### src/rtl/io_uart_tx.sv
// 64-bit word UART transmitter: a FIFO of io_write words, each sent as 8N1 bytes LSB-first, byte 0 first.
// Optional build macro IO_UART_TX_NEWLINE_EN appends a framed 0x0A byte after every word.
module io_uart_tx #(
    parameter int CLKS_PER_BIT = 4,
    parameter int FIFO_DEPTH   = 4
) (
    input  logic                          clk,
    input  logic                          rst,
    input  logic                          io_write,
    input  logic [63:0]                   io_data,
    output logic                          tx,
    output logic                          busy,
    output logic [$clog2(FIFO_DEPTH):0]   fifo_count,
    output logic                          overflow,
    output logic [1:0]                    fsm_state
);

    localparam int AW    = $clog2(FIFO_DEPTH);
    localparam int CW    = AW + 1;
    localparam int CNT_W = (CLKS_PER_BIT > 1) ? $clog2(CLKS_PER_BIT) : 1;
`ifdef IO_UART_TX_NEWLINE_EN
    localparam logic [3:0] LAST_BYTE = 4'd8;
`else
    localparam logic [3:0] LAST_BYTE = 4'd7;
`endif

    typedef enum logic [1:0] {IDLE, START, DATA, STOP} state_t;

    state_t             state, state_n;
    logic [CNT_W-1:0]   clk_cnt, clk_cnt_n;
    logic [2:0]         bit_idx, bit_idx_n;
    logic [3:0]         byte_idx, byte_idx_n;
    logic [63:0]        shreg, shreg_n;
    logic [63:0]        mem [FIFO_DEPTH];
    logic [AW-1:0]      wr_ptr, rd_ptr;
    logic [CW-1:0]      count_n;
    logic               full, pop, push, bit_end, tx_n, busy_n;

    assign fsm_state = state;
    assign full      = (fifo_count == CW'(FIFO_DEPTH));
    assign bit_end   = (clk_cnt == CNT_W'(CLKS_PER_BIT - 1));
    // A pop in the same cycle frees a slot, so a full FIFO can still accept.
    assign push      = io_write && (!full || pop);
    assign count_n   = fifo_count + CW'(push) - CW'(pop);

    always_ff @(posedge clk) begin
        if (push) mem[wr_ptr] <= io_data;
    end

    always_comb begin
        state_n    = state;
        clk_cnt_n  = clk_cnt;
        bit_idx_n  = bit_idx;
        byte_idx_n = byte_idx;
        shreg_n    = shreg;
        pop        = 1'b0;
        case (state)
            IDLE: begin
                if (fifo_count != '0) begin
                    pop        = 1'b1;
                    shreg_n    = mem[rd_ptr];
                    byte_idx_n = 4'd0;
                    clk_cnt_n  = '0;
                    state_n    = START;
                end
            end
            START: begin
                if (bit_end) begin
                    clk_cnt_n = '0;
                    bit_idx_n = 3'd0;
                    state_n   = DATA;
                end else begin
                    clk_cnt_n = clk_cnt + CNT_W'(1);
                end
            end
            DATA: begin
                if (bit_end) begin
                    clk_cnt_n = '0;
                    shreg_n   = {1'b0, shreg[63:1]};
                    if (bit_idx == 3'd7) state_n = STOP;
                    else                 bit_idx_n = bit_idx + 3'd1;
                end else begin
                    clk_cnt_n = clk_cnt + CNT_W'(1);
                end
            end
            STOP: begin
                if (bit_end) begin
                    clk_cnt_n = '0;
                    if (byte_idx == LAST_BYTE) begin
                        state_n = IDLE;
                    end else begin
                        byte_idx_n = byte_idx + 4'd1;
                        state_n    = START;
`ifdef IO_UART_TX_NEWLINE_EN
                        // All 64 data bits have shifted out; reuse the register for the newline.
                        if (byte_idx == 4'd7) shreg_n = 64'h0A;
`endif
                    end
                end else begin
                    clk_cnt_n = clk_cnt + CNT_W'(1);
                end
            end
            default: state_n = IDLE;
        endcase
    end

    // tx and busy are registered from next-state values so the line changes on the entering edge.
    always_comb begin
        tx_n = 1'b1;
        case (state_n)
            START:   tx_n = 1'b0;
            DATA:    tx_n = shreg_n[0];
            default: tx_n = 1'b1;
        endcase
        busy_n = (state_n != IDLE) || (count_n != '0);
    end

    always_ff @(posedge clk or negedge rst) begin
        if (!rst) begin
            state      <= IDLE;
            clk_cnt    <= '0;
            bit_idx    <= 3'd0;
            byte_idx   <= 4'd0;
            shreg      <= '0;
            wr_ptr     <= '0;
            rd_ptr     <= '0;
            fifo_count <= '0;
            overflow   <= 1'b0;
            tx         <= 1'b1;
            busy       <= 1'b0;
        end else begin
            state      <= state_n;
            clk_cnt    <= clk_cnt_n;
            bit_idx    <= bit_idx_n;
            byte_idx   <= byte_idx_n;
            shreg      <= shreg_n;
            fifo_count <= count_n;
            tx         <= tx_n;
            busy       <= busy_n;
            if (push) wr_ptr <= wr_ptr + AW'(1);
            if (pop)  rd_ptr <= rd_ptr + AW'(1);
            if (io_write && !push) overflow <= 1'b1;
        end
    end

endmodule

### config.mk
export PLATFORM = sky130hd
export DESIGN_NAME = io_uart_tx
export DESIGN_NICKNAME = d
export VERILOG_FILES = /design/src/rtl/io_uart_tx.sv
export SDC_FILE = /design/constraint.sdc
export NUM_CORES = 1
export LEC_CHECK = 0
export BUFFER_PORTS_ARGS = -buffer_cell sky130_fd_sc_hd__buf_2
export CORE_ASPECT_RATIO = 1.4
export CORE_MARGIN = 8
export CORE_UTILIZATION = 54
export CTS_CLUSTER_SIZE = 14
export DETAILED_ROUTE_END_ITERATION = 10
export PLACE_DENSITY_LB_ADDON = 0.1
export RECOVER_POWER = 50
export SLEW_MARGIN = 10
export SYNTH_ARGS = -nofsm -noshare
export SYNTH_HDL_FRONTEND = slang
export SYNTH_SLANG_ARGS = --single-unit
### constraint.sdc
create_clock -name clk -period 4.7 [get_ports clk]
set_clock_uncertainty 0.15 [all_clocks]
set_input_delay 0.705 -clock clk [delete_from_list [all_inputs] [get_ports clk]]
set_output_delay 0.705 -clock clk [all_outputs]
set_load 0.005 [all_outputs]
# Word level (Yosys, flattened, before mapping)
# Memory sizes are Yosys's and may differ from the RTL's.
# Cells that the tools add are included.
# op_classes
addsub	7
n_mul	0
div_mod_pow	0
n_lt_le_gt_ge	0
eq_ne	15
shift	0
muxes	26
bitwise	0
reduce_logical	17
# ops
operator	n
64-bit 2-to-1 mux	2
64-bit case mux with 2 select lines	1
2-bit 2-to-1 mux	7
4-bit 2-to-1 mux	3
2-bit inequality test (second input constant)	6
3-bit 2-to-1 mux	3
2-bit equality test (second input constant)	4
2-bit case mux with 4 select lines	1
4-bit case mux with 2 select lines	1
4-bit AND reduction	2
2-bit nonzero test	4
2-bit by 1-bit adder with 2-bit output (second input constant)	3
3-bit equality test (second input constant)	2
3-bit case mux with 2 select lines	1
3-bit nonzero test	2
1-bit 2-to-1 mux	5
4-bit by 1-bit adder with 4-bit output (second input constant)	1
2-bit by 1-bit equality test with 1-bit output (second input constant)	2
4-bit by 3-bit equality test with 1-bit output (second input constant)	1
2-bit case mux with 2 select lines	1
3-bit by 1-bit adder with 3-bit output	1
3-bit by 1-bit adder with 3-bit output (second input constant)	1
3-bit AND reduction	1
3-bit OR reduction	1
6 further kinds	9
# totals
regBits	85
latchBits	0
ram_bits	256
romBits	0
inputBits	67
out_inout_bits	8
n_memories	1
# mem_list
name	depth	width	rd	rd_ports_with_merged_regs	wr	line_no	source
mem	4	64	1	0	1	34	logic [63:0] mem [FIFO_DEPTH];

# Logic depth before layout (Yosys ltp)
# logic_depth
depth_word	9
depth_mapped	13
depth_no_buf	11

# Worst setup path before layout
# Ideal clock, no wire load.
# synth_path
kind	flip-flop to flip-flop
start	register state[1], in the netlist fsm_state[1]
end	memory mem[0][0], enable pin
arrival_time_ps	2781
slack_ps	1341
stages_incl_launch_ff	5
cell_sequence	dfrtp_1 clkbuf_1 or2_2 a31oi_2 and2_1
# synth_between
elab_chain_len	6
# synth_lines
element	line_no	source
from (decl)	29	state_t state, state_n;
from (signal assigned)	132	state <= state_n;
2-bit logical NOT	57	case (state)
1-bit 2-to-1 mux	57	
1-bit logical OR	43	assign push = io_write && (!full || pop);
1-bit logical AND	43	
1-bit 2-to-1 mux	47	if (push) mem[wr_ptr] <= io_data;
1-bit 2-to-1 mux (not written as such)	47	
to (decl)	34	
# Every way passes these cells.

# Worst setup path in the final report
# layout_path
start	register fifo_count[1]
end	register busy
# layout_between
elab_chain_len	9
# layout_lines
element	line_no	source
from (decl)	13	output logic [$clog2(FIFO_DEPTH):0] fifo_count,
from (signal assigned)	137	fifo_count <= count_n;
3-bit nonzero test *	59	if (fifo_count != '0) begin
1-bit 2-to-1 mux *	59	
1-bit 2-to-1 mux *	57	
via pop	37	logic full, pop, push, bit_end, tx_n, busy_n;
1-bit logical OR	43	
1-bit logical AND	43	
3-bit by 1-bit adder with 3-bit output	44	assign count_n = fifo_count + CW'(push) - CW'(pop);
3-bit by 1-bit subtractor with 3-bit output *	44	
via count_n[2]	36	logic [CW-1:0] count_n;
3-bit nonzero test *	115	busy_n = (state_n != IDLE) || (count_n != '0);
1-bit logical OR *	115	
via busy_n	37	
to (signal assigned)	139	busy <= busy_n;
to (decl)	12	output logic busy,
# The timed path passes the listed nets; every way through them passes the cells marked *.
# A chain may end at the register's enable or synchronous reset.

==> flow_summary.json <==
{
  "crit_required_ps": 4910,
  "tightest_slew_ps": 1330,
  "grt_usage_pct": 17.1,
  "start_util_pct": 55.1,
  "io_pins": 75,
  "synth_edf_count": 256,
  "startpoint_type": "register",
  "grt.overflow.total": 0,
  "antenna_found_initial": 0,
  "cts_setup_buffers": 0,
  "drc": 0,
  "dpl.cell_count": 1024,
  "slew_headroom_pct": 11.4,
  "slowest_stage": "or3_2",
  "layout_commonest_cell": "edfxtp_1",
  "p_seq_share_pct": 48.4,
  "yosys_warnings": 0,
  "crit_top_cell": "inv_1",
  "power_frac_comb_pct": 25.0,
  "fin_cells": 1086,
  "switching_share_pct": 28.6,
  "worst-endpoint-arrival_ps": 3730,
  "die_h_um": 201,
  "cp-startpoint": "fifo_count[1]",
  "grt_pass1_wl_mm": 40.3,
  "drive_above_1_share_pct": 19.2,
  "port_buffers": 74,
  "stdcell_area_um2": 14900,
  "grt_start_max_net_pins": 68,
  "totalWireLength_mm": 24.8,
  "power.switching_mw": 2.70,
  "tns_ps": 0,
  "slowest_delay_ps": 470,
  "yosysSeqAreaShare_pct": 74.4,
  "die_width_um": 148,
  "crit_type": "reg -> reg",
  "h-tree-depth": 2,
  "clock-sinks": 341,
  "yosysUniqueCellTypes": 44,
  "dieArea_um2": 29800,
  "synthCells": 674,
  "rsz0062_at_grt": "false",
  "clock_latency_ps": 510,
  "drv_slew": 0,
  "drtIter0Drc": 372,
  "timing.final.crit_share_pct": 75.0,
  "ys_seq_elements": 341,
  "syn_nets": 752,
  "worstSetupEndpointType": "register",
  "viasPerCell": 6.09,
  "vias": 6615,
  "irDropWorstVdd_uv": 434,
  "synth_top_flop_cell": "edfxtp_1",
  "grt_pass1_vias": 7441,
  "rows": 67,
  "fillCellCount": 1745,
  "final_cell_mix": "edfxtp_1, dfrtp_1, clkbuf_1",
  "clkTransAtPathRegs_ps": 60,
  "synthArstFlopShare_pct": 24.9,
  "power_mw": 9.45,
  "ctsResizeCount": 0,
  "netlist_area_um2": 13200,
  "critical_path.max_fanout": 67,
  "cap_violations": 0,
  "coreArea_um2": 24000,
  "num_antenna_cells": 0,
  "avgSynthCellArea_um2": 19.6,
  "layout.nets": 828,
  "power_density_nw_per_um2": 636,
  "worstPathCellList": "or3_2 > buf_4 > nand2_1 > inv_1 > ha_1 > inv_1 > ha_1 > inv_1 > fa_1 > xor3_1 > nor4_1 > nand4_1",
  "min_period_ps": 3520,
  "hold_violations": 0,
  "timing.fmax_mhz": 284,
  "cts-root-buf": "clkbuf_16",
  "cts_buffer_depth": 3,
  "routabilityCongestion": 0.774,
  "cts_buffers": 34,
  "ant_nets": 0,
  "setup_viol": 0,
  "cts_tree": "done",
  "placed_area_um2": 13900,
  "r2r_start": "fifo_count[1]",
  "wire_per_inst_um": 22.8,
  "dp_hpwl_mm": 14.1,
  "p_int_mw": 6.75,
  "outcome": "completed",
  "cts_hold_buf": 0,
  "clockPowerShare_pct": 26.6,
  "min_path_type": "in -> async",
  "drt-pass1-iter-count": 4,
  "area_growth_pct": 12.6,
  "p_leak_nw": 5.41
}
-- final timing paths --
kind	slack, ps	cells after the start	end
worst min register to register	330	1	overflow
max in group asynchronous	2380	2	rd_ptr[0]
worst min-delay path	150	1	shreg[52]
worst max-delay path	1180	12	busy
worst max register to register	1180	12	busy
min in group clk	300	1	mem[1][13]
-- state kept, by name (all words and copies together), names as in the netlist --
signal,flops
mem,256
shreg,64
byte_idx,4
bit_idx,3
fifo_count,3
clk_cnt,2
fsm_state,2
rd_ptr,2
wr_ptr,2
busy,1
overflow,1
tx,1
-- kinds of logic after synthesis --
logic type / Yosys count / share of synthesized area [%]
DFF: 341 / 74.4
and+or+nand+nor: 104 / 4.77
AOI/OAI and AO/OA: 86 / 6.05
muxes: 69 / 11.3
buffers and inverters: 59 / 2.03
adders and majority gates: 11 / 1.10
xor gates and xnor gates: 4 / 0.379
-- worst max-delay path: cells and delay by family (launching register included) --
family | cells | cell delay [ps]
and+or+nand+nor | 4 | 1130
DFF | 1 | 450
adders and majority gates | 3 | 840
xor gates and xnor gates | 1 | 220
buffers and inverters | 4 | 580
-- Yosys cell counts (4+ instances only) --
cell type,n,share of area (%)
nand2_1,5,0.14
nand3_1,9,0.34
mux4_2,64,11
and3_1,65,3.1
edfxtp_1,256,58
inv_1,12,0.34
dfrtp_1,84,16
buf_6,5,0.43
nor2_1,4,0.11
and2_1,4,0.19
clkbuf_1,34,0.97
o21ai_0,5,0.19
ha_1,10,0.95
buf_2,7,0.27
a221o_1,64,4.9
-- area by class of cell --
type	instances	area [um2]	area share [%]
Clock buffer	53	972	6.54
Clock inverter	9	68.8	0.463
Inverter	12	45.0	0.303
Multi-Input combinational cell	274	3130	21.1
Sequential cell	341	9820	66.1
Tap cell	310	388	2.61
Timing Repair Buffer	87	437	2.94
-- through the flow --
stage	worst slack, ps	utilization, %	hold WS, ps
2_1_floorplan	1340	-	259
4_1_cts	1150	62.3	163
3_5_place_dp	1190	58.0	328
5_1_grt	912	62.0	206
6_report	1180	62.0	155
3_3_place_gp	1290	58.0	311
-- power groups by stage --
stage | registers (mW) | logic, mW | clock network, mW
CTS | 4.59 | 2.42 | 2.57
global placement | 4.59 | 2.34 | 0
detailed placement | 4.64 | 2.41 | 0
finish | 4.57 | 2.36 | 2.51
global route | 4.67 | 2.59 | 2.68
floorplan | 4.39 | 1.94 | 0
-- per-layer routing --
layer	vias to the layer above	global-route usage, %	routed length, um	part of all wire, %
met5	-	0	0	0
met4	0	5.37	516	2.1
met3	41	3.02	1040	4.2
met2	170	29.8	13100	53
met1	3457	21.2	10100	41
li1	2947	-	-	-
Power figures use the tool's default switching activity.
